File: src/rtl/prnd_dither_sequencer_if.sv
// Handshake and datapath-drive bundle between the dither sequencer and its host; PRND_DITHER_SEQ_FRAME_CNT_EN adds frameCount.
// Latency: none (wires only).
// Backpressure: cfgValid/cfgReady handshake; all other signals are levels or single-cycle strobes.
interface prnd_dither_sequencer_if #(
    parameter int NUM_PRND_BITS = 5
);

    logic                     enable;
    logic                     cfgValid;
    logic                     cfgReady;
    logic [NUM_PRND_BITS:0]   cfgDivisor;
    logic [NUM_PRND_BITS-1:0] cfgWidth;
    logic                     cfgError;
    logic                     loadPulse;
    logic [NUM_PRND_BITS-1:0] prndNumber;
    logic [NUM_PRND_BITS:0]   divisor;
    logic [NUM_PRND_BITS-1:0] width;
    logic                     ditherEnable;
    logic                     busy;
`ifdef PRND_DITHER_SEQ_FRAME_CNT_EN
    logic [15:0]              frameCount;
`endif

    // Host side: requests runs and offers configurations.
    modport master (
        output enable,
        output cfgValid,
        output cfgDivisor,
        output cfgWidth,
        input  cfgReady,
        input  cfgError,
        input  loadPulse,
        input  prndNumber,
        input  divisor,
        input  width,
        input  ditherEnable,
        input  busy
`ifdef PRND_DITHER_SEQ_FRAME_CNT_EN
        , input frameCount
`endif
    );

    // Sequencer side.
    modport slave (
        input  enable,
        input  cfgValid,
        input  cfgDivisor,
        input  cfgWidth,
        output cfgReady,
        output cfgError,
        output loadPulse,
        output prndNumber,
        output divisor,
        output width,
        output ditherEnable,
        output busy
`ifdef PRND_DITHER_SEQ_FRAME_CNT_EN
        , output frameCount
`endif
    );

endinterface

File: src/rtl/prnd_dither_sequencer.sv
// Dither sequencer: frame strobe, rejection-sampled frame phase, shadowed divisor/width; PRND_DITHER_SEQ_FRAME_CNT_EN adds frameCount.
// Latency: enable sampled -> START next edge -> first loadPulse the edge after; outputs move only on loadPulse edges.
// Backpressure: cfgReady drops while a staged config waits for its frame boundary; always ready in IDLE.
module prnd_dither_sequencer #(
    parameter int NUM_PRND_BITS = 5
) (
    input  logic                   clock,
    input  logic                   resetN,
    prnd_dither_sequencer_if.slave bus
);

    localparam int N = NUM_PRND_BITS;

    localparam logic [N:0]   DIV_MIN  = (N+1)'(2);
    localparam logic [N:0]   DIV_MAX  = {1'b1, {N{1'b0}}};
    localparam logic [N:0]   ONE      = (N+1)'(1);
    localparam logic [7:0]   TAPS_ALL = (N == 3) ? 8'b0000_0110 :
                                        (N == 4) ? 8'b0000_1100 :
                                        (N == 5) ? 8'b0001_0100 :
                                        (N == 6) ? 8'b0011_0000 :
                                        (N == 7) ? 8'b0110_0000 :
                                                   8'b1011_1000;
    localparam logic [N-1:0] TAPS     = TAPS_ALL[N-1:0];

    typedef enum logic [1:0] {
        ST_IDLE,
        ST_START,
        ST_RUN,
        ST_DRAIN
    } state_t;

    state_t         state_q,       state_d;
    logic [N:0]     shadow_div_q,  shadow_div_d;
    logic [N-1:0]   shadow_wid_q,  shadow_wid_d;
    logic           shadow_full_q, shadow_full_d;
    logic [N:0]     div_q,         div_d;
    logic [N-1:0]   wid_q,         wid_d;
    logic [N-1:0]   prnd_q,        prnd_d;
    logic           load_q,        load_d;
    logic           den_q,         den_d;
    logic           err_q,         err_d;
    logic [N:0]     timer_q,       timer_d;
    logic [N-1:0]   lfsr_q,        lfsr_d;
    logic [N-1:0]   cand_q,        cand_d;
    logic           cand_vld_q,    cand_vld_d;
    logic           drain_done_q,  drain_done_d;
`ifdef PRND_DITHER_SEQ_FRAME_CNT_EN
    logic [15:0]    fc_q,          fc_d;
`endif

    logic           cfg_rdy;
    logic           cfg_fire;
    logic           cfg_bad;
    logic           frame_end;
    logic [N:0]     next_div;
    logic [N-1:0]   next_wid;

    function automatic logic [N-1:0] clamp_width(input logic [N-1:0] w, input logic [N:0] d);
        // When w exceeds d, d is below 2^N and fits in N bits.
        if ({1'b0, w} > d) begin
            clamp_width = d[N-1:0];
        end else begin
            clamp_width = w;
        end
    endfunction

    assign cfg_rdy   = !shadow_full_q || (state_q == ST_IDLE);
    assign cfg_fire  = bus.cfgValid && cfg_rdy;
    assign cfg_bad   = (bus.cfgDivisor < DIV_MIN) || (bus.cfgDivisor > DIV_MAX);
    assign frame_end = (timer_q == '0);
    assign next_div  = shadow_full_q ? shadow_div_q : div_q;
    assign next_wid  = shadow_full_q ? clamp_width(shadow_wid_q, shadow_div_q) : wid_q;

    always_comb begin
        state_d       = state_q;
        shadow_div_d  = shadow_div_q;
        shadow_wid_d  = shadow_wid_q;
        shadow_full_d = shadow_full_q;
        div_d         = div_q;
        wid_d         = wid_q;
        prnd_d        = prnd_q;
        load_d        = 1'b0;
        den_d         = den_q;
        err_d         = 1'b0;
        timer_d       = timer_q;
        cand_d        = cand_q;
        cand_vld_d    = cand_vld_q;
        drain_done_d  = drain_done_q;
`ifdef PRND_DITHER_SEQ_FRAME_CNT_EN
        fc_d          = fc_q;
`endif

        lfsr_d = (lfsr_q == '0) ? '1 : {lfsr_q[N-2:0], ^(lfsr_q & TAPS)};

        // Rejection sampler: keep the first LFSR value of the frame that fits the active divisor.
        if (!cand_vld_q && ({1'b0, lfsr_q} < div_q)) begin
            cand_d     = lfsr_q;
            cand_vld_d = 1'b1;
        end

        unique case (state_q)
            ST_IDLE: begin
                den_d = 1'b0;
                if (bus.enable && shadow_full_q) begin
                    state_d = ST_START;
                end
            end
            ST_START: begin
                div_d         = shadow_div_q;
                wid_d         = clamp_width(shadow_wid_q, shadow_div_q);
                shadow_full_d = 1'b0;
                prnd_d        = '0;
                load_d        = 1'b1;
                den_d         = 1'b1;
                timer_d       = shadow_div_q - ONE;
                cand_d        = '0;
                cand_vld_d    = 1'b0;
                state_d       = ST_RUN;
            end
            ST_RUN: begin
                if (frame_end) begin
                    div_d         = next_div;
                    wid_d         = next_wid;
                    shadow_full_d = 1'b0;
                    load_d        = 1'b1;
                    timer_d       = next_div - ONE;
                    // A shrinking divisor can strand a candidate drawn against the old one.
                    prnd_d        = ({1'b0, cand_q} < next_div) ? cand_q : '0;
                    cand_d        = '0;
                    cand_vld_d    = 1'b0;
                    if (!bus.enable) begin
                        state_d = ST_DRAIN;
                        den_d   = 1'b0;
                        prnd_d  = '0;
                    end
                end else begin
                    timer_d = timer_q - ONE;
                end
            end
            ST_DRAIN: begin
                if (drain_done_q) begin
                    drain_done_d = 1'b0;
                    state_d      = ST_IDLE;
                end else if (frame_end) begin
                    load_d       = 1'b1;
                    drain_done_d = 1'b1;
                    timer_d      = div_q - ONE;
                    cand_d       = '0;
                    cand_vld_d   = 1'b0;
                end else begin
                    timer_d = timer_q - ONE;
                end
            end
            default: begin
                state_d = ST_IDLE;
            end
        endcase

        // Staging a new config; never collides with the boundary clear since cfgReady is low then.
        if (cfg_fire) begin
            if (cfg_bad) begin
                err_d = 1'b1;
            end else begin
                shadow_div_d  = bus.cfgDivisor;
                shadow_wid_d  = clamp_width(bus.cfgWidth, bus.cfgDivisor);
                shadow_full_d = 1'b1;
            end
        end

`ifdef PRND_DITHER_SEQ_FRAME_CNT_EN
        if (state_d == ST_START) begin
            fc_d = '0;
        end else if (load_d && (state_d == ST_RUN) && (fc_q != 16'hFFFF)) begin
            fc_d = fc_q + 16'd1;
        end
`endif
    end

    always_ff @(posedge clock or negedge resetN) begin
        if (!resetN) begin
            state_q       <= ST_IDLE;
            shadow_div_q  <= DIV_MIN;
            shadow_wid_q  <= '0;
            shadow_full_q <= 1'b0;
            div_q         <= DIV_MIN;
            wid_q         <= '0;
            prnd_q        <= '0;
            load_q        <= 1'b0;
            den_q         <= 1'b0;
            err_q         <= 1'b0;
            timer_q       <= '0;
            lfsr_q        <= '1;
            cand_q        <= '0;
            cand_vld_q    <= 1'b0;
            drain_done_q  <= 1'b0;
`ifdef PRND_DITHER_SEQ_FRAME_CNT_EN
            fc_q          <= '0;
`endif
        end else begin
            state_q       <= state_d;
            shadow_div_q  <= shadow_div_d;
            shadow_wid_q  <= shadow_wid_d;
            shadow_full_q <= shadow_full_d;
            div_q         <= div_d;
            wid_q         <= wid_d;
            prnd_q        <= prnd_d;
            load_q        <= load_d;
            den_q         <= den_d;
            err_q         <= err_d;
            timer_q       <= timer_d;
            lfsr_q        <= lfsr_d;
            cand_q        <= cand_d;
            cand_vld_q    <= cand_vld_d;
            drain_done_q  <= drain_done_d;
`ifdef PRND_DITHER_SEQ_FRAME_CNT_EN
            fc_q          <= fc_d;
`endif
        end
    end

    assign bus.cfgReady     = cfg_rdy;
    assign bus.cfgError     = err_q;
    assign bus.loadPulse    = load_q;
    assign bus.prndNumber   = prnd_q;
    assign bus.divisor      = div_q;
    assign bus.width        = wid_q;
    assign bus.ditherEnable = den_q;
    assign bus.busy         = (state_q != ST_IDLE);
`ifdef PRND_DITHER_SEQ_FRAME_CNT_EN
    assign bus.frameCount   = fc_q;
`endif

endmodule

File: src/flat_wrapper.sv
// flat-port wrapper written by rule: the top's interface ports become plain ports
module prnd_dither_sequencer_flat 
#(
    parameter int NUM_PRND_BITS = 5
)
  (clock, resetN, bus_enable, bus_cfgValid, bus_cfgDivisor, bus_cfgWidth, bus_cfgReady, bus_cfgError, bus_loadPulse, bus_prndNumber, bus_divisor, bus_width, bus_ditherEnable, bus_busy);
  prnd_dither_sequencer_if #(.NUM_PRND_BITS(NUM_PRND_BITS)) bus_i ();
  input  logic clock;
  input  logic resetN;
  input wire logic [$bits(bus_i.enable)-1:0] bus_enable;
  input wire logic [$bits(bus_i.cfgValid)-1:0] bus_cfgValid;
  input wire logic [$bits(bus_i.cfgDivisor)-1:0] bus_cfgDivisor;
  input wire logic [$bits(bus_i.cfgWidth)-1:0] bus_cfgWidth;
  output wire logic [$bits(bus_i.cfgReady)-1:0] bus_cfgReady;
  output wire logic [$bits(bus_i.cfgError)-1:0] bus_cfgError;
  output wire logic [$bits(bus_i.loadPulse)-1:0] bus_loadPulse;
  output wire logic [$bits(bus_i.prndNumber)-1:0] bus_prndNumber;
  output wire logic [$bits(bus_i.divisor)-1:0] bus_divisor;
  output wire logic [$bits(bus_i.width)-1:0] bus_width;
  output wire logic [$bits(bus_i.ditherEnable)-1:0] bus_ditherEnable;
  output wire logic [$bits(bus_i.busy)-1:0] bus_busy;
  assign bus_i.enable = bus_enable;
  assign bus_i.cfgValid = bus_cfgValid;
  assign bus_i.cfgDivisor = bus_cfgDivisor;
  assign bus_i.cfgWidth = bus_cfgWidth;
  assign bus_cfgReady = bus_i.cfgReady;
  assign bus_cfgError = bus_i.cfgError;
  assign bus_loadPulse = bus_i.loadPulse;
  assign bus_prndNumber = bus_i.prndNumber;
  assign bus_divisor = bus_i.divisor;
  assign bus_width = bus_i.width;
  assign bus_ditherEnable = bus_i.ditherEnable;
  assign bus_busy = bus_i.busy;
  prnd_dither_sequencer #(.NUM_PRND_BITS(NUM_PRND_BITS)) u_core (.clock(clock), .resetN(resetN), .bus(bus_i));
endmodule
File: config.mk
export PLATFORM = sky130hd
export DESIGN_NAME = prnd_dither_sequencer_flat
export DESIGN_NICKNAME = d
export VERILOG_FILES = /design/src/rtl/prnd_dither_sequencer_if.sv /design/src/rtl/prnd_dither_sequencer.sv /design/src/flat_wrapper.sv
export SDC_FILE = /design/constraint.sdc
export NUM_CORES = 1
export LEC_CHECK = 0
export ABC_AREA = 1
export CAP_MARGIN = 15
export CORE_MARGIN = 2
export CORE_UTILIZATION = 60
export CTS_CLUSTER_DIAMETER = 50
export CTS_CLUSTER_SIZE = 25
export DETAILED_ROUTE_END_ITERATION = 10
export DONT_BUFFER_PORTS = 1
export PLACE_DENSITY = 0.83
export SETUP_SLACK_MARGIN = 0.2
export SYNTH_ARGS = -nofsm -noshare
export SYNTH_HDL_FRONTEND = slang
export SYNTH_SLANG_ARGS = --single-unit
File: constraint.sdc
create_clock -name clock -period 2.24 [get_ports clock]
set_input_delay 0.112 -clock clock [delete_from_list [all_inputs] [get_ports clock]]
set_output_delay 0.112 -clock clock [all_outputs]
set_load 0.02 [all_outputs]
==> results of run 1 <==
cells in the final DEF, fill, tap and decap left out, types with 2 or more instances in the layout:
cell / n
nand2_1: 137
a21oi_2: 2
nand4_1: 7
dfstp_2: 7
inv_1: 63
ha_1: 27
inv_2: 8
a21oi_1: 12
nor3_1: 3
nand2_2: 4
dlygate4sd3_1: 8
o211ai_1: 8
o21ai_2: 3
nand3_1: 23
nor2_1: 33
buf_4: 8
dfrtp_1: 41
o21ai_0: 40
nand3_4: 2
nor2_2: 3
nor2_4: 4
xor2_1: 8
clkinvlp_4: 2
clkbuf_8: 6
o21ai_1: 4
nor3b_1: 4
dfrtp_2: 3
how the worst min path moves through the flow:
stage                               start                       end  slack, ns
after floorplan                    resetN       u_core.bus.cfgError      -0.18
after CTS                 bus_cfgWidth[4]    u_core.shadow_wid_q[4]       0.02
after detailed placement           resetN         u_core.timer_q[5]      -0.18
after global routing      bus_cfgWidth[2]    u_core.shadow_wid_q[2]       0.07
after global placement             resetN  u_core.bus.prndNumber[0]      -0.18
final                     bus_cfgWidth[4]    u_core.shadow_wid_q[4]       0.03
metrics by stage:
stage	util (%)	area, um2	total power, mW	worst slack [ns]
after detailed placement	63.60	3502	2.190	0.2116
after global placement	63.60	3502	2.150	0.2635
after global routing	68.92	3795	3.195	0.1636
after floorplan	-	3401	1.940	0.4097
after CTS	67.78	3732	2.909	0.2456
final	68.92	3795	2.941	0.2628
worst min-delay path: stages:
cell and delay [ns]:
nand2_1 0.03, o21ai_0 0.06, nand2_1 0.05, nand2_1 0.05
state kept, by name, indices dropped and copies added (netlist names), 2 cells and up:
register and cells:
u_core.timer_q 6, u_core.shadow_div_q 6, u_core.state_q 2, u_core.shadow_wid_q 5, u_core.lfsr_q 5, u_core.bus.divisor 6, u_core.bus.width 5, u_core.bus.prndNumber 5
u_core.cand_q 5
what timing repair did:
| action | in CTS | in global routing |
|---|---|---|
| endpoints found under the hold margin | 58 | 0 |
| pin swaps | 0 | 2 |
| endpoints found under the setup margin | 1 | 28 |
| hold buffers | 9 | 0 |
| gates resized for setup | 1 | 19 |
| cloned | 0 | 2 |
| buffers inserted | 0 | 1 |
cell type report:
| class | instances | share of cell area, % |
|---|---|---|
| well taps | 72 | 2.374 |
| repair buffers | 17 | 4.418 |
| flip-flops and latches | 51 | 33.96 |
| repair inverters | 1 | 0.1978 |
| clock buffers | 6 | 2.176 |
| multi-input cells | 334 | 48.73 |
| clock inverters | 2 | 0.9232 |
| inverters | 72 | 7.221 |
cell families (layout without fill, tap and decap cells):
family	after synthesis	in the layout
AND/OR/NAND/NOR	222	223
XOR/XNOR	8	8
flip-flops	51	51
AO/OA/AOI/OAI	76	76
adder cells (fa/ha/maj)	27	27
buffers and inverters	78	98
routing by layer:
layer	vias to the layer above	GRT usage (%)	routed length [um]
li1	1531	-	-
met1	1404	33.41	3369
met2	128	44.66	3797
met3	27	5.682	562
met4	0	12.41	261
met5	-	0	0
power breakdown:
group	total [mW]	internal (mW)	switching (mW)
sequential	1.15	1.03	0.115
clock	0.669	0.362	0.307
combinational	1.13	0.389	0.737
total	2.94	1.78	1.16
==> out/qor.yml, run 1 <==
crit_path_start_kind: "register"
nets: 524
slew_headroom_pct: 66.91
place_inst: 535
syn_inst: 462
min_path_cells: 4
hold_class: "primary input to register"
fillers: 448
powerDensity_nw_per_um2: 775.0
timing_hold_violations_final: 0
path_max_fanout: 14
viasPerCell: 5.568
clockBufferDepth: 2
grt_max_degree: 52
path_cells: "inv_1, ha_1, buf_4, nand2_1, nor2_1, nand2_1, o21ai_0"
synth-compound-area-share_pct: 12.84
path_class: "register to register"
yosysTopAreaCell: "dfrtp_1"
antenna_cells: 0
finalClockSkew_ns: 0.01262
insertion_delay_ns: 0.31
stdcell_count: 555
ioPinCount: 36
dieHeight_um: 79.29
grt_setup_unrepaired: "true"
post-dp-hpwl_um: 5848
slowest_delay_ns: 0.45
ys_top_cells_by_area: "dfrtp_1, nand2_1, ha_1, inv_1, o21ai_0"
crit_required_ns: 2.47
synth-simple-area-share_pct: 28.22
period_needed_ns: 1.977
antenna_found_initial: 0
core_um2: 5507
synth_top_family_by_area: "simple AND/OR/NAND/NOR gates"
gp_routability_congestion: 0.9553
drtPass1Iterations: 5
critical_path_arrival_ns: 2.21
grt_pass1_vias: 3043
seq_area_um2: 1289
setup-violations-final: 0
cpLargestDelayFamily: "simple AND/OR/NAND/NOR gates"
crit_buf_inv: 2
cts-htree-levels: 2
timing.max_cap.violations: 0
fmaxAchievable_mhz: 505.8
ys_seq_elements: 51
slew_violations: 0
drt-initial-drc-count: 309
synth-seq-area-share_pct: 37.79
wire_per_inst_um: 14.40
drc_errors: 0
avgSynthCellArea_um2: 7.361
track_usage_pct: 26.84
port_buffers: 0
die_w_um: 79.29
start_util_pct: 61.76
setup_tns_ns: 0
syn-cell-area_um2: 3401
clkTransAtPathRegs_ns: 0.10
synth.top_cells.by_count: "nand2_1, inv_1, dfrtp_1, o21ai_0, nor2_1"
crit_end: "u_core.bus.prndNumber[0]"
num_vias: 3090
synth_nets: 504
r2r_start: "u_core.state_q[0]"
tritoncts: "done"
synth_edf_count: 0
cp.depth: 7
async_flop_share_pct: 100.0
min_period_over_period_pct: 88.27
crit_slowest_cell: "dfrtp_1"
synth_top_area_share_pct: 32.38
antenna_left: 0
crit_top_cell: "nand2_1"
synthFlopType: "dfrtp_1"
synthMuxAreaShare_pct: 0
synthMostInstantiatedCell: "nand2_1"
multi_input_area_um2: 1849
leakagePower_nw: 1.964
row_count: 27
status: "finished, final reports clean"
grt_remaining_overflow: 0
whs_ns: 0.03309
yosys_warnings: 0
grt_pass1_wl_um: 13460
synthXorXnorAreaFrac_pct: 2.060
drive_above_1_share_pct: 12.42
ir_drop_v: 0.0004198
r2r_end: "u_core.bus.prndNumber[0]"
cts-root-buf: "clkbuf_8"
cts_buffers: 5
synth_fa_ha_area_share_pct: 9.934
endpoint_kind: "register"
reg2reg_depth: 7
area_growth_syn_to_layout_pct: 11.59
clock-sinks: 51
crit_start: "u_core.state_q[0]"
yosysUniqueCellTypes: 34
fp.dieArea_um2: 6286
tightest_slew_ns: 0.4912
drt_wl_total_um: 7990
reg2reg_slack_ns: 0.26
Power figures use the tool's default switching activity.
==> inputs of run 2 (changes only) <==
Settings changed: RECOVER_POWER set to 25.
==> run 2 against run 1 <==
Die area did not move. Power fell by 0.17%. Routed wire length barely moved. Combinational power barely moved. Critical endpoint unchanged. Clock power barely moved. Largest cell class unchanged. Cell count did not move. Maximum frequency fell by 0.13%.
==> out/qor.yml, run 2 (synthesized netlist as in run 1, its figures left out) <==
cts-root-buf: "clkbuf_8"
fp.dieArea_um2: 6286  # unchanged
port_buffers: 0  # unchanged
utilization_pct: 68.51  # -0.41 points
insertion_delay_ns: 0.31  # about the same
nets: 524  # unchanged
timing.max_cap.violations: 0  # unchanged
status: "finished, final reports clean"
whs_ns: 0.03306  # -0.00002860 ns
track_usage_pct: 26.84  # unchanged
slew_violations: 0  # unchanged
mostFrequentLayoutCells: "nand2_1, inv_1, dfrtp_1"
crit_path_start_kind: "register"
grt_max_degree: 52  # unchanged
endpoint_kind: "register"
setup-violations-final: 0  # unchanged
tightest_slew_ns: 1.233  # +0.7423 ns
r2r_start: "u_core.state_q[0]"
gp_routability_congestion: 0.9553  # unchanged
leakagePower_nw: 1.955  # -0.43%
reg2reg_slack_ns: 0.26  # about the same
multi_input_area_um2: 1849  # unchanged
min_path_cells: 4  # unchanged
grt_pass1_wl_um: 13460  # unchanged
min_period_over_period_pct: 88.38  # +0.12 points
seq_area_um2: 1289  # unchanged
worst_hold_path.endpoint: "u_core.shadow_wid_q[4]"
core_um2: 5507  # unchanged
path_class: "register to register"
clkTransAtPathRegs_ns: 0.10  # about the same
period_needed_ns: 1.980  # +0.002590 ns
antenna_found_initial: 0  # unchanged
layout_commonest_cell: "nand2_1"
path_max_fanout: 14  # unchanged
fmaxAchievable_mhz: 505.1  # -0.13%
p_sw_share_pct: 39.47  # +0.048 points
tritoncts: "done"
hold_class: "primary input to register"
reg2reg_depth: 7  # unchanged
start_util_pct: 61.76  # unchanged
clockBufferDepth: 2  # unchanged
clock_power_share_pct: 22.8  # about the same
crit_required_ns: 2.47  # about the same
drive_above_1_share_pct: 12.42  # unchanged
cts_buffers: 5  # unchanged
grt_remaining_overflow: 0  # unchanged
setup_tns_ns: 0  # unchanged
dieHeight_um: 79.29  # unchanged
viasPerCell: 5.573  # about the same
p_seq_share_pct: 39.0  # about the same
hp-start: "bus_cfgWidth[4]"
powerDensity_nw_per_um2: 778.3  # +0.42%
ir_drop_v: 0.0004198  # about the same
internal_power_mw: 1.777  # -0.25%
timing_hold_violations_final: 0  # unchanged
num_vias: 3093  # +0.097%
grt_setup_unrepaired: "true"
drc_errors: 0  # unchanged
slew_headroom_pct: 17.77  # -49 points
cts-htree-levels: 2  # unchanged
grt_pass1_vias: 3043  # unchanged
p_switching_mw: 1.159  # about the same
ioPinCount: 36  # unchanged
clock-sinks: 51  # unchanged
row_count: 27  # unchanged
power_frac_comb_pct: 38.2  # about the same
die_w_um: 79.29  # unchanged
drtPass1Iterations: 5  # unchanged
post-dp-hpwl_um: 5848  # unchanged
finalClockSkew_ns: 0.01262  # +0.0000002000 ns
drt-initial-drc-count: 309  # unchanged
r2r_end: "u_core.bus.prndNumber[0]"
antenna_left: 0  # unchanged
drt_wl_total_um: 7991  # about the same
fillers: 451  # +0.67%
area_growth_syn_to_layout_pct: 10.93
wire_per_inst_um: 14.40  # about the same
critical_path_arrival_ns: 2.21  # about the same
antenna_cells: 0  # unchanged
-- run 2: cell types whose count changed in the layout (fill, tap and decap cells not counted), sizes merged --
cell,change
buf,-1
clkbuf,+1
-- run 2: worst max path at each step --
stage,start,endpoint,slack (ns),cells after the start
3_3_place_gp,u_core.bus.divisor[3],u_core.cand_q[4],0.26,9
6_report,u_core.state_q[0],u_core.bus.prndNumber[0],0.26,7
3_5_place_dp,u_core.bus.divisor[3],u_core.cand_q[4],0.21,9
4_1_cts,u_core.bus.divisor[3],u_core.cand_q[4],0.25,9
2_1_floorplan,u_core.bus.divisor[3],u_core.cand_q[4],0.41,9
5_1_grt,u_core.state_q[0],u_core.bus.prndNumber[0],0.16,7
-- run 2: through the flow --
stage	worst slack [ns]	cell area, um2	std cells	power [mW]
2_1_floorplan	0.4097	3401	462	1.940
3_3_place_gp	0.2635	3502	535	2.150
3_5_place_dp	0.2116	3502	535	2.190
4_1_cts	0.2456	3732	552	2.909
5_1_grt	0.1636	3772	555	3.189
6_report	0.2602	3772	555	2.936
-- run 2: what timing repair did --
| action | 4_1_cts | 5_1_grt |
|---|---|---|
| gates cloned | 0 | 2 |
| pin swaps | 0 | 2 |
| endpoints found under the setup margin | 1 | 28 |
| hold buffers | 9 | 0 |
| setup buffers | 0 | 1 |
| resized for setup | 1 | 19 |
| endpoints found under the hold margin | 58 | 0 |
-- run 2: worst max-delay path: stages, from the launching register on --
cell and delay (ns):
dfrtp_1 0.45, inv_1 0.13, ha_1 0.32, buf_4 0.25, nand2_1 0.09, nor2_1 0.38
nand2_1 0.09, o21ai_0 0.19
-- run 2: layout make-up --
class / count / share of cell area, %
clock buffer: 6 / 2.189
inverter: 72 / 7.264
sequential: 51 / 34.16
multi-input combinational: 334 / 49.02
timing repair buffer: 17 / 3.847
timing repair inverter: 1 / 0.1990
clock inverter: 2 / 0.9287
tap: 72 / 2.388
-- run 2: power by group through the flow --
stage	Clock, mW	Combinational [mW]	Sequential (mW)
after floorplan	0	0.817	1.12
after global placement	0	1.00	1.15
after detailed placement	0	1.03	1.16
after CTS	0.682	1.09	1.14
after global routing	0.714	1.32	1.16
final	0.669	1.12	1.15
-- run 2: layer usage --
layer | global-route usage, % | share of wire (%)
met1 | 33.41 | 42
met2 | 44.66 | 48
met3 | 5.682 | 7.0
met4 | 12.41 | 3.3
met5 | 0 | 0
==> inputs of run 3 (changes only) <==
Settings changed: ABC_AREA 1 to 0, CORE_ASPECT_RATIO set to 2, CTS_CLUSTER_DIAMETER 50 to not set.
==> run 3 against run 2 <==
Via count down 6.6%. Clock skew about the same. Area after synthesis decreased by 1.7%. Worst setup slack worse by 0.019 ns. Combinational power fell by 12%. Flip-flop and latch count unchanged. Critical path type unchanged. Power shrank 2.6%.
==> out/qor.yml, run 3 <==
wire_per_inst_um: 19.20  # +33%
start_util_pct: 61.68  # -0.078 points
crit_required_ns: 2.43  # -0.04 ns
avgSynthCellArea_um2: 9.159  # +24%
drive_above_1_share_pct: 16.11  # +3.7 points
synthFlopType: "dfrtp_1"
setup_tns_ns: 0  # unchanged
fmaxAchievable_mhz: 500.2  # -0.97%
cts-htree-levels: 2  # unchanged
post-dp-hpwl_um: 6039  # +3.3%
p_total_mw: 2.860  # -2.6%
synth_edf_count: 0  # unchanged
endpoint_kind: "register"
ioPinCount: 36  # unchanged
synth.top_cells.by_count: "dfrtp_1, nand2_1, inv_1, o21ai_0, ha_1"
yosys_warnings: 0  # unchanged
grt_pass1_wl_um: 13540  # +0.61%
synthMostInstantiatedCell: "dfrtp_1"
grt_setup_unrepaired: "false"
clockBufferDepth: 2  # unchanged
slew_headroom_pct: 16.12  # -1.6 points
syn-cell-area_um2: 3343  # -1.7%
num_vias: 2888  # -6.6%
critical_path_arrival_ns: 2.18  # -0.03 ns
viasPerCell: 6.404  # +15%
grt_remaining_overflow: 0  # unchanged
area_growth_syn_to_layout_pct: 13.59
timing.max_cap.violations: 0  # unchanged
row_count: 38  # +41%
grt_pass1_vias: 2866  # -5.8%
async_flop_share_pct: 100.0  # unchanged
die_w_um: 56.78  # -28%
period_needed_ns: 1.999  # +0.01930 ns
path_cells: "inv_1, ha_1, inv_1, nand2_1, nand3_1, buf_4, o21ai_0"
cts-root-buf: "clkbuf_8"
setup-violations-final: 0  # unchanged
track_usage_pct: 28.33  # +1.5 points
port_buffers: 0  # unchanged
reg2reg_slack_ns: 0.24  # -0.02 ns
ys_top_cells_by_area: "dfrtp_1, ha_1, dfstp_2, mux2i_1, o21ai_0"
final_design_area_no_fill_um2: 3797  # +0.66%
tightest_slew_ns: 1.258  # +0.02468 ns
nets: 432  # -18%
gp_routability_congestion: 0.9107  # -4.7%
clkTransAtPathRegs_ns: 0.10  # about the same
fillers: 415  # -8.0%
crit_top_cell: "inv_1"
min_period_over_period_pct: 89.24  # +0.86 points
crit_buf_inv: 3  # +1
place_inst: 426  # -20%
clock-sinks: 51  # unchanged
yosysTopAreaCell: "dfrtp_1"
ir_drop_v: 0.0006659  # +59%
insertion_delay_ns: 0.32  # about the same
status: "finished, final reports clean"
hold_class: "primary input to register"
drc_errors: 0  # unchanged
fp.dieArea_um2: 6221  # -1.0%
synth_top_area_share_pct: 32.93  # +0.56 points
finalClockSkew_ns: 0.01260  # -0.00001740 ns
powerDensity_nw_per_um2: 753.1  # -3.2%
drt-initial-drc-count: 123  # -60%
crit_slowest_cell: "dfrtp_1"
tritoncts: "done"
slew_violations: 0  # unchanged
ys_seq_elements: 51  # unchanged
cts_buffers: 5  # unchanged
leakagePower_nw: 1.750  # -10%
path_max_fanout: 19  # +5
slowest_delay_ns: 0.47  # +0.02 ns
dieHeight_um: 109.6  # +38%
mostFrequentLayoutCells: "dfrtp_1, nand2_1, inv_1"
core_um2: 5420  # -1.6%
crit_path_start_kind: "register"
path_class: "register to register"
timing_hold_violations_final: 0  # unchanged
stdcell_count: 451  # -19%
cpLargestDelayFamily: "buffers and inverters"
synth_nets: 407  # -19%
antenna_cells: 0  # unchanged
antenna_left: 0  # unchanged
placed_area_um2: 3456  # -1.3%
layout_commonest_cell: "dfrtp_1"
synth-seq-area-share_pct: 38.44  # +0.65 points
antenna_found_initial: 0  # unchanged
drt_wl_total_um: 8659  # +8.4%
syn_inst: 365  # -21%
grt_max_degree: 52  # unchanged
drtPass1Iterations: 4  # -1
yosysUniqueCellTypes: 62  # +82%
[run 3: cell count changes in the layout (fill, tap and decap cells not counted), sizes merged, moves of 8 or more]
| cell | delta |
|---|---|
| nand2 | -104 |
| inv | -42 |
| nor2 | -24 |
| mux2i | +16 |
| buf | +14 |
| o21ai | -14 |
| nand2b | +11 |
| a21oi | +9 |
| nand3 | -8 |
[run 3: final cells by class]
type	instances	area, um2	area share, %
timing repair buffer	32	271.5	7.150
clock buffer	6	82.58	2.175
sequential	51	1287	33.90
tap	60	75.07	1.977
inverter	29	108.9	2.867
multi-input combinational	271	1937	51.01
clock inverter	2	35.03	0.9226
[run 3: logic make-up after synthesis]
family,after synthesis,synth area share [%]
AO/OA/AOI/OAI,98,18.71
XOR/XNOR,10,2.620
adder cells (fa/ha/maj),27,10.10
buffers and inverters,43,5.501
flip-flops,51,38.44
multiplexers,20,6.512
AND/OR/NAND/NOR,116,18.11
[run 3: through the flow]
| step | utilization (%) | hold WS [ns] | setup slack [ns] |
|---|---|---|---|
| 2_1_floorplan | - | -0.1836 | 0.4074 |
| 4_1_cts | 68.14 | 0.0002539 | 0.2281 |
| 3_5_place_dp | 63.76 | -0.1824 | 0.08872 |
| 5_1_grt | 70.06 | 0.01202 | 0.1393 |
| 6_report | 70.06 | 0.005629 | 0.2409 |
| 3_3_place_gp | 63.76 | -0.1821 | 0.1242 |
[run 3: path summary, 6_finish.rpt]
| check | startpoint | to | cells past startpoint |
|---|---|---|---|
| setup reg to reg | u_core.state_q[1] | u_core.shadow_full_q | 7 |
| hold / removal | bus_cfgDivisor[4] | u_core.shadow_wid_q[4] | 2 |
| hold reg to reg | u_core.shadow_wid_q[2] | u_core.shadow_wid_q[2] | 2 |
| min in group asynchronous | resetN | u_core.bus.loadPulse | 2 |
| setup / recovery | u_core.state_q[1] | u_core.shadow_full_q | 7 |
| max in group asynchronous | resetN | u_core.bus.divisor[2] | 2 |
[run 3: per-layer routing]
layer  vias up  track usage, %  wire length [um]
met3        33           5.059               420
met5         -               0                 0
li1       1351               -                 -
met2       101           56.06              4952
met1      1403           28.05              2924
met4         0           11.63               362
[run 3: timing repair]
action                                 CTS  global route
hold buffers                             9             0
cloned                                   0             0
pin swaps                                0             2
resized for setup                        2            15
endpoints found under the hold margin   58             0
setup endpoints to repair                9            26
setup buffers                            1             7
[run 3: power breakdown]
part / switching [mW] / internal (mW) / total (mW)
Sequential: 0.180 / 1.02 / 1.20
Clock: 0.308 / 0.362 / 0.670
Combinational: 0.531 / 0.457 / 0.988
